**config.mk**
```make
export PLATFORM = sky130hd
export DESIGN_NAME = iob_arbiter2
export DESIGN_NICKNAME = d
export VERILOG_FILES = /design/src/rtl/iob_arbiter2.sv
export SDC_FILE = /design/constraint.sdc
export NUM_CORES = 1
export LEC_CHECK = 0
export ABC_AREA = 1
export BUFFER_PORTS_ARGS = -buffer_cell sky130_fd_sc_hd__buf_2
export CAP_MARGIN = 20
export CELL_PAD_IN_SITES_DETAIL_PLACEMENT = 1
export CELL_PAD_IN_SITES_GLOBAL_PLACEMENT = 1
export CORE_AREA = 4 4 130 132
export DETAILED_ROUTE_END_ITERATION = 16
export DIE_AREA = 0 0 134 136
export GPL_TIMING_DRIVEN = 0
export PLACE_DENSITY_LB_ADDON = 0.1
export SYNTH_ARGS = -nofsm -noshare
export SYNTH_HDL_FRONTEND = slang
export SYNTH_SLANG_ARGS = --single-unit
```
**constraint.sdc**
```tcl
create_clock -name clk_i -period 1.6 [get_ports clk_i]
set_input_delay 0.48 -clock clk_i [delete_from_list [all_inputs] [get_ports clk_i]]
set_output_delay 0.48 -clock clk_i [all_outputs]
set_load 0.05 [all_outputs]
```
**src/rtl/iob_arbiter2.sv**
```systemverilog
// Two-requester round-robin arbiter in front of a single shared iob target.
// It keeps at most one target transaction outstanding and bounds every read wait with a timeout.
`timescale 1ns/1ps
module iob_arbiter2 #(
  parameter int ADDR_W = 32,
  parameter int DATA_W = 32,
  parameter int TO_W   = 8
) (
  input  logic                clk_i,
  input  logic                arst_n_i,
  input  logic                cke_i,
  input  logic                m0_valid_i,
  input  logic [ADDR_W-1:0]   m0_address_i,
  input  logic [DATA_W-1:0]   m0_wdata_i,
  input  logic [DATA_W/8-1:0] m0_wstrb_i,
  output logic                m0_ready_o,
  output logic                m0_rvalid_o,
  output logic [DATA_W-1:0]   m0_rdata_o,
  input  logic                m1_valid_i,
  input  logic [ADDR_W-1:0]   m1_address_i,
  input  logic [DATA_W-1:0]   m1_wdata_i,
  input  logic [DATA_W/8-1:0] m1_wstrb_i,
  output logic                m1_ready_o,
  output logic                m1_rvalid_o,
  output logic [DATA_W-1:0]   m1_rdata_o,
  output logic                s_valid_o,
  output logic [ADDR_W-1:0]   s_address_o,
  output logic [DATA_W-1:0]   s_wdata_o,
  output logic [DATA_W/8-1:0] s_wstrb_o,
  input  logic                s_ready_i,
  input  logic                s_rvalid_i,
  input  logic [DATA_W-1:0]   s_rdata_i,
  output logic                timeout_o
);

  localparam logic [1:0] IDLE    = 2'd0;
  localparam logic [1:0] GRANT   = 2'd1;
  localparam logic [1:0] WAIT_RD = 2'd2;

  logic [1:0]          state_q, state_d;
  logic                gnt_q, gnt_d;
  logic                lst_q, lst_d;
  logic [TO_W-1:0]     cnt_q, cnt_d;

  logic                sel_valid;
  logic [ADDR_W-1:0]   sel_address;
  logic [DATA_W-1:0]   sel_wdata;
  logic [DATA_W/8-1:0] sel_wstrb;
  logic                in_grant, in_wait;
  logic                cnt_max, to_hit;
  logic                rsp_valid;
  logic [DATA_W-1:0]   rsp_data;
  logic                grant_ready;

  always_comb begin
    sel_valid   = gnt_q ? m1_valid_i   : m0_valid_i;
    sel_address = gnt_q ? m1_address_i : m0_address_i;
    sel_wdata   = gnt_q ? m1_wdata_i   : m0_wdata_i;
    sel_wstrb   = gnt_q ? m1_wstrb_i   : m0_wstrb_i;
    in_grant    = (state_q == GRANT);
    in_wait     = (state_q == WAIT_RD);
    cnt_max     = &cnt_q;
    // Timeout is qualified by cke_i so a frozen block never repeats the pulse.
    to_hit      = in_wait && cke_i && !s_rvalid_i && cnt_max;
    rsp_valid   = in_wait && (s_rvalid_i || to_hit);
    rsp_data    = (in_wait && !to_hit) ? s_rdata_i : '0;
    grant_ready = in_grant && s_ready_i;

    s_valid_o   = in_grant && sel_valid;
    s_address_o = in_grant ? sel_address : '0;
    s_wdata_o   = in_grant ? sel_wdata   : '0;
    s_wstrb_o   = in_grant ? sel_wstrb   : '0;

    m0_ready_o  = grant_ready && !gnt_q;
    m1_ready_o  = grant_ready &&  gnt_q;
    m0_rvalid_o = rsp_valid   && !gnt_q;
    m1_rvalid_o = rsp_valid   &&  gnt_q;
    m0_rdata_o  = gnt_q ? '0 : rsp_data;
    m1_rdata_o  = gnt_q ? rsp_data : '0;
    timeout_o   = to_hit;
  end

  always_comb begin
    state_d = state_q;
    gnt_d   = gnt_q;
    lst_d   = lst_q;
    cnt_d   = cnt_q;
    if (cke_i) begin
      case (state_q)
        IDLE: begin
          if (m0_valid_i || m1_valid_i) begin
            gnt_d   = (m0_valid_i && m1_valid_i) ? !lst_q : m1_valid_i;
            state_d = GRANT;
          end
        end
        GRANT: begin
          // A withdrawn request does not count as service, so lst is left alone.
          if (!sel_valid) begin
            state_d = IDLE;
          end else if (s_ready_i) begin
            if (|sel_wstrb) begin
              lst_d   = gnt_q;
              state_d = IDLE;
            end else begin
              cnt_d   = '0;
              state_d = WAIT_RD;
            end
          end
        end
        WAIT_RD: begin
          if (s_rvalid_i || cnt_max) begin
            lst_d   = gnt_q;
            state_d = IDLE;
          end else begin
            cnt_d = cnt_q + TO_W'(1);
          end
        end
        default: state_d = IDLE;
      endcase
    end
  end

  always_ff @(posedge clk_i or negedge arst_n_i) begin
    if (!arst_n_i) begin
      state_q <= IDLE;
      gnt_q   <= 1'b0;
      lst_q   <= 1'b1;
      cnt_q   <= '0;
    end else begin
      state_q <= state_d;
      gnt_q   <= gnt_d;
      lst_q   <= lst_d;
      cnt_q   <= cnt_d;
    end
  end

endmodule

```
# Yosys cells after proc, flatten, opt, wreduce, memory -nomap -nowiden
# Cells that the tools add are included.
[word_totals]
latch_bits = 0
input_bits = 175
out_inout_bits = 138
reg_bits = 12
romBits = 0
memories = 0
ram_bits = 0
word_cells = 69
[classes]
eq_ne = 10
mul = 0
shifts = 0
div = 0
bitwise_logic = 0
n_addsub = 1
n_reduce_logical = 27
muxes = 27
magnitude_cmp = 0
[ops]
columns = ["operator", "count"]
rows = [
  ["$mux W32", 7],
  ["$mux W8", 4],
  ["$pmux W8 S2", 1],
  ["$logic_and A1 B1 Y1", 12],
  ["$reduce_and A6 Y1", 2],
  ["$mux W2", 5],
  ["$ne A2 B2 Y1 const B", 5],
  ["$add A8 B1 Y8 const B", 1],
  ["$mux W4", 2],
  ["$reduce_and A8 Y1", 1],
  ["$mux W1", 6],
  ["$pmux W2 S3", 1],
  ["$logic_not A1 Y1", 4],
  ["$ne A2 B1 Y1 const B", 2],
  ["$reduce_and A4 Y1", 1],
  ["$reduce_or A4 Y1", 1],
  ["$logic_or A1 B1 Y1", 3],
  ["$ne A3 B3 Y1 const B", 1],
  ["$reduce_and A3 Y1", 1],
  ["$eq A2 B1 Y1 const B", 1],
  ["$eq A2 B2 Y1 const B", 1],
  ["$logic_not A2 Y1", 1],
  ["$pmux W1 S2", 1],
  ["$reduce_bool A2 Y1", 1],
]

# Longest topological paths before layout
[depth]
depth_word = 8
depth_mapped = 12
ltp_nobuf = 10

# Worst setup path before layout
# OpenSTA, ideal clock, no wires.
[synth_path]
kind = "reg2out"
startpoint = "register cnt_q[0]"
endpoint = "output m0_rdata_o[0]"
stages_incl_launch_ff = 7
t_arrival_ns = 2.005
required_ns = 1.120
path_slack_ns = -0.885
n_path_buf = 0
cell_sequence = "dfrtp_1 ha_1 nand2_1 nor2_2 nand3_4 nand2_8 nor3_1"
[synth_between]
elab_chain_len = 6
[synth_rtl]
columns = ["item", "line_no", "rtl"]
rows = [
  ["from (decl)", "43", "logic [TO_W-1:0] cnt_q, cnt_d;"],
  ["from (signal assigned)", "133", "cnt_q <= cnt_d;"],
  ["$reduce_and A8 Y1", "62", "cnt_max = &cnt_q;"],
  ["$logic_and A1 B1 Y1", "64", "to_hit = in_wait && cke_i && !s_rvalid_i && cnt_max;"],
  ["$logic_not A1 Y1", "66", "rsp_data = (in_wait && !to_hit) ? s_rdata_i : '0;"],
  ["$logic_and A1 B1 Y1", "66", ""],
  ["$mux W32", "66", ""],
  ["$mux W32", "78", "m0_rdata_o = gnt_q ? '0 : rsp_data;"],
  ["to (decl)", "18", "output logic [DATA_W-1:0] m0_rdata_o,"],
]
# No other way between the ends.

# Worst setup path in the final report
[layout_path]
startpoint = "register cnt_q[0]"
endpoint = "output m0_rdata_o[21]"
# The elaborated chain is that of the path after synthesis.

==> results_dict.tcl <==
set metrics [dict create \
    drive_above_1_share_pct 72.9 \
    boundaryPins 313 \
    final_period_minus_worst_setup_slack_ns 2.22 \
    grt_overflow_total 0 \
    post_synthesis_to_final_layout_area_growth_pct 197 \
    cts-buffers-inserted 3 \
    synth_cell_type_count 31 \
    layout.cells.most_common_list "buf_2, nand2_1, buf_6, a21oi_4, nor3_4" \
    synth_warn 0 \
    drt-initial-drc-count 91 \
    max_slew.worst_pin.slew_ns 0.512 \
    fin_worst_skew_ns 0.000806 \
    finalInstanceArea_um2 8260 \
    route.detailed.wl_per_inst_um 17.9 \
    clock_latency_ns 0.24 \
    rows 46 \
    initial_core_utilization_pct 17.7 \
    synth.cell_area_um2 2780 \
    place.port_buffers 312 \
    placeable_core_region_um2 15700 \
    nets 1018 \
    finalWeightedCongestion 0.809 \
    period_share_pct 139 \
    largest_net_degree_at_the_start_of_global_routing 13 \
    design.die.area_um2 18200 \
    stdcell_count 1058 \
    detailed_placer_s_ending_hpwl_um 14300 \
    grt_setup_unrepaired "true" \
    maxSlewViolCount 0 \
    required_ns 1.12 \
    cts_tree "yes" \
    hold_slack_ns 0.127 \
    die_height_um 136 \
    power-per-cell-area_nw_per_um2 1700 \
    antenna_violating_nets_post_route 0 \
    sum_of_negative_setup_slack_ns -75.32 \
    routed-via-count 4689 \
    power.leakage_uw 0.00384 \
    post_cts_hold_buffer_count 0 \
    synth.yosys.seq_area_share_pct 10.9 \
    antenna_found_initial 3 \
    clk_path_buf_depth 2 \
    yosys_register_bits 12 \
    yosysTopAreaCell "nand2_1" \
    die-width_um 134 \
    global_route_wire_length_before_repair_um 28600 \
    fmax_mhz 450 \
    crit_path_end_kind "primary output" \
    clk_root_buffer_cell "clkbuf_16" \
    post-place-cells 1000 \
    drtPass1Iterations 4 \
    worst_ep_arrival_time_ns 1.74 \
    drt-total-wl_um 19000 \
    layout_commonest_cell "buf_2" \
    number_of_global_route_vias_before_repair 5341 \
    clock-sinks 12 \
    worst_slew_margin_rel_pct 65.9 \
    post-layout-total-power_uw 14000 \
    postSynthAreaPerCell_um2 5.88 \
    worst-setup-path-type "flop to primary output" \
    timing.critical_path.from_type "flop" \
    drc_errors 0 \
    via_per_inst 4.43 \
    yosys-top-cells-area "nand2_1, nor3_2, a21oi_1" \
    setup_viol 146 \
    cell_count_after_synthesis 472 \
    placedInstanceArea_um2 5700 \
    grt_use_total_pct 19.6 \
    max-cap-violations 0 \
    htree_levels 1 \
    endpoints_failing_hold 0 \
    worstHoldPathType "input port to async pin" \
    yosysTopAreaCellShare_pct 25.0 \
    postSynthNetCount 648 \
    failed_checks "setup timing" \
    largest_vdd_supply_drop_uv 1200 \
    path_clk_slew_ns 0.05 \
    outcome "complete, but fails checks" \
    r2r_slack_ns -0.14 \
    worst_slack_ns -0.621 \
    critical_path.max_fanout 10 \
]
## repair_timing
action                                 in CTS  in global routing
pin swaps                                  10                 25
resized for setup                         413                 80
setup buffers                              25                 17
setup endpoints to repair                 140                148
endpoints found under the hold margin       0                  0
cloned                                     11                  2
## logic make-up after synthesis
family                   count (synthesis)  synth area share, %
AND/OR/NAND/NOR                        300                 59.8
buffers and inverters                   84                 14.9
AO/OA/AOI/OAI                           74                 13.7
flip-flops                              12                 10.9
XOR/XNOR                                 1                0.315
adder cells (fa/ha/maj)                  1                0.450
## sequential cells by signal, indices dropped and copies added (netlist names)
name and count:
lst_q 1, gnt_q 1, cnt_q 8, state_q 2
## synth_stat cells
library cell and count:
nand2_8 1, nor2_1 11, inv_2 4, nand2_1 185, clkinv_2 1, nor3_1 6, nand3_4 1, nand3b_1 1
buf_8 6, nand2_2 7, inv_1 42, nor2_8 1, nor3b_1 3, xnor2_1 1, buf_2 9, inv_4 1
a21oi_1 70, nand2_4 3, clkbuf_1 19, buf_6 2, nor3_2 60, nor2_4 3, o21ai_1 2, nand3_1 14
nand4_1 1, dfstp_2 1, o21ai_0 1, ha_1 1, nor2_2 3, dfrtp_1 11, a21oi_4 1
## routing by layer
| metal | up-vias | share of wire [%] | global-route usage (%) |
|---|---|---|---|
| li1 | 2254 | - | - |
| met4 | 4 | 1.7 | 3.37 |
| met2 | 190 | 59 | 40.8 |
| met3 | 23 | 7.0 | 5.00 |
| met1 | 2218 | 32 | 19.3 |
| met5 | - | 0.14 | 0 |
## final timing paths
check                      depth (start not counted)             end  startpoint
setup / recovery                                   8  m0_rdata_o[21]    cnt_q[0]
hold / removal                                     1        cnt_q[5]    arst_n_i
setup reg to reg                                  12        cnt_q[2]  state_q[0]
hold reg to reg                                    2           lst_q       lst_q
max in group asynchronous                          1           lst_q    arst_n_i
min in group clk_i                                 2           lst_q       lst_q
## per-stage QoR
| stage | util, % | setup WS (ns) |
|---|---|---|
| after floorplan | - | -0.577 |
| after global placement | 36.3 | -0.614 |
| after detailed placement | 36.3 | -0.623 |
| after CTS | 49.5 | -0.640 |
| after global routing | 52.6 | -0.678 |
| final | 52.6 | -0.621 |
## cell type report
type | instances | area (um^2)
diodes | 1 | 2.50
plain buffers | 36 | 638
clock buffers | 4 | 88.8
fillers | 1808 | 7450
inverters | 48 | 204
multi-input cells | 377 | 3500
flip-flops and latches | 12 | 305
well taps | 216 | 270
repair buffers | 364 | 3250
## critical path, stage by stage, from the launching register on
cell	delay, ns
dfrtp_1	0.41
ha_4	0.19
nand2_4	0.06
nor2_4	0.04
nand3_4	0.10
nand2_8	0.12
buf_12	0.19
nor3_4	0.17
buf_6	0.20
## power breakdown
group | leakage [uW] | switching (uW) | total (uW) | internal (uW)
Combinational | 0.00364 | 7680 | 13100 | 5400
Clock | 0.0000442 | 143 | 522 | 378
Sequential | 0.000155 | 35.9 | 392 | 356
Total | 0.00384 | 7860 | 14000 | 6140
No activity file was read; power rests on OpenSTA's default activity.
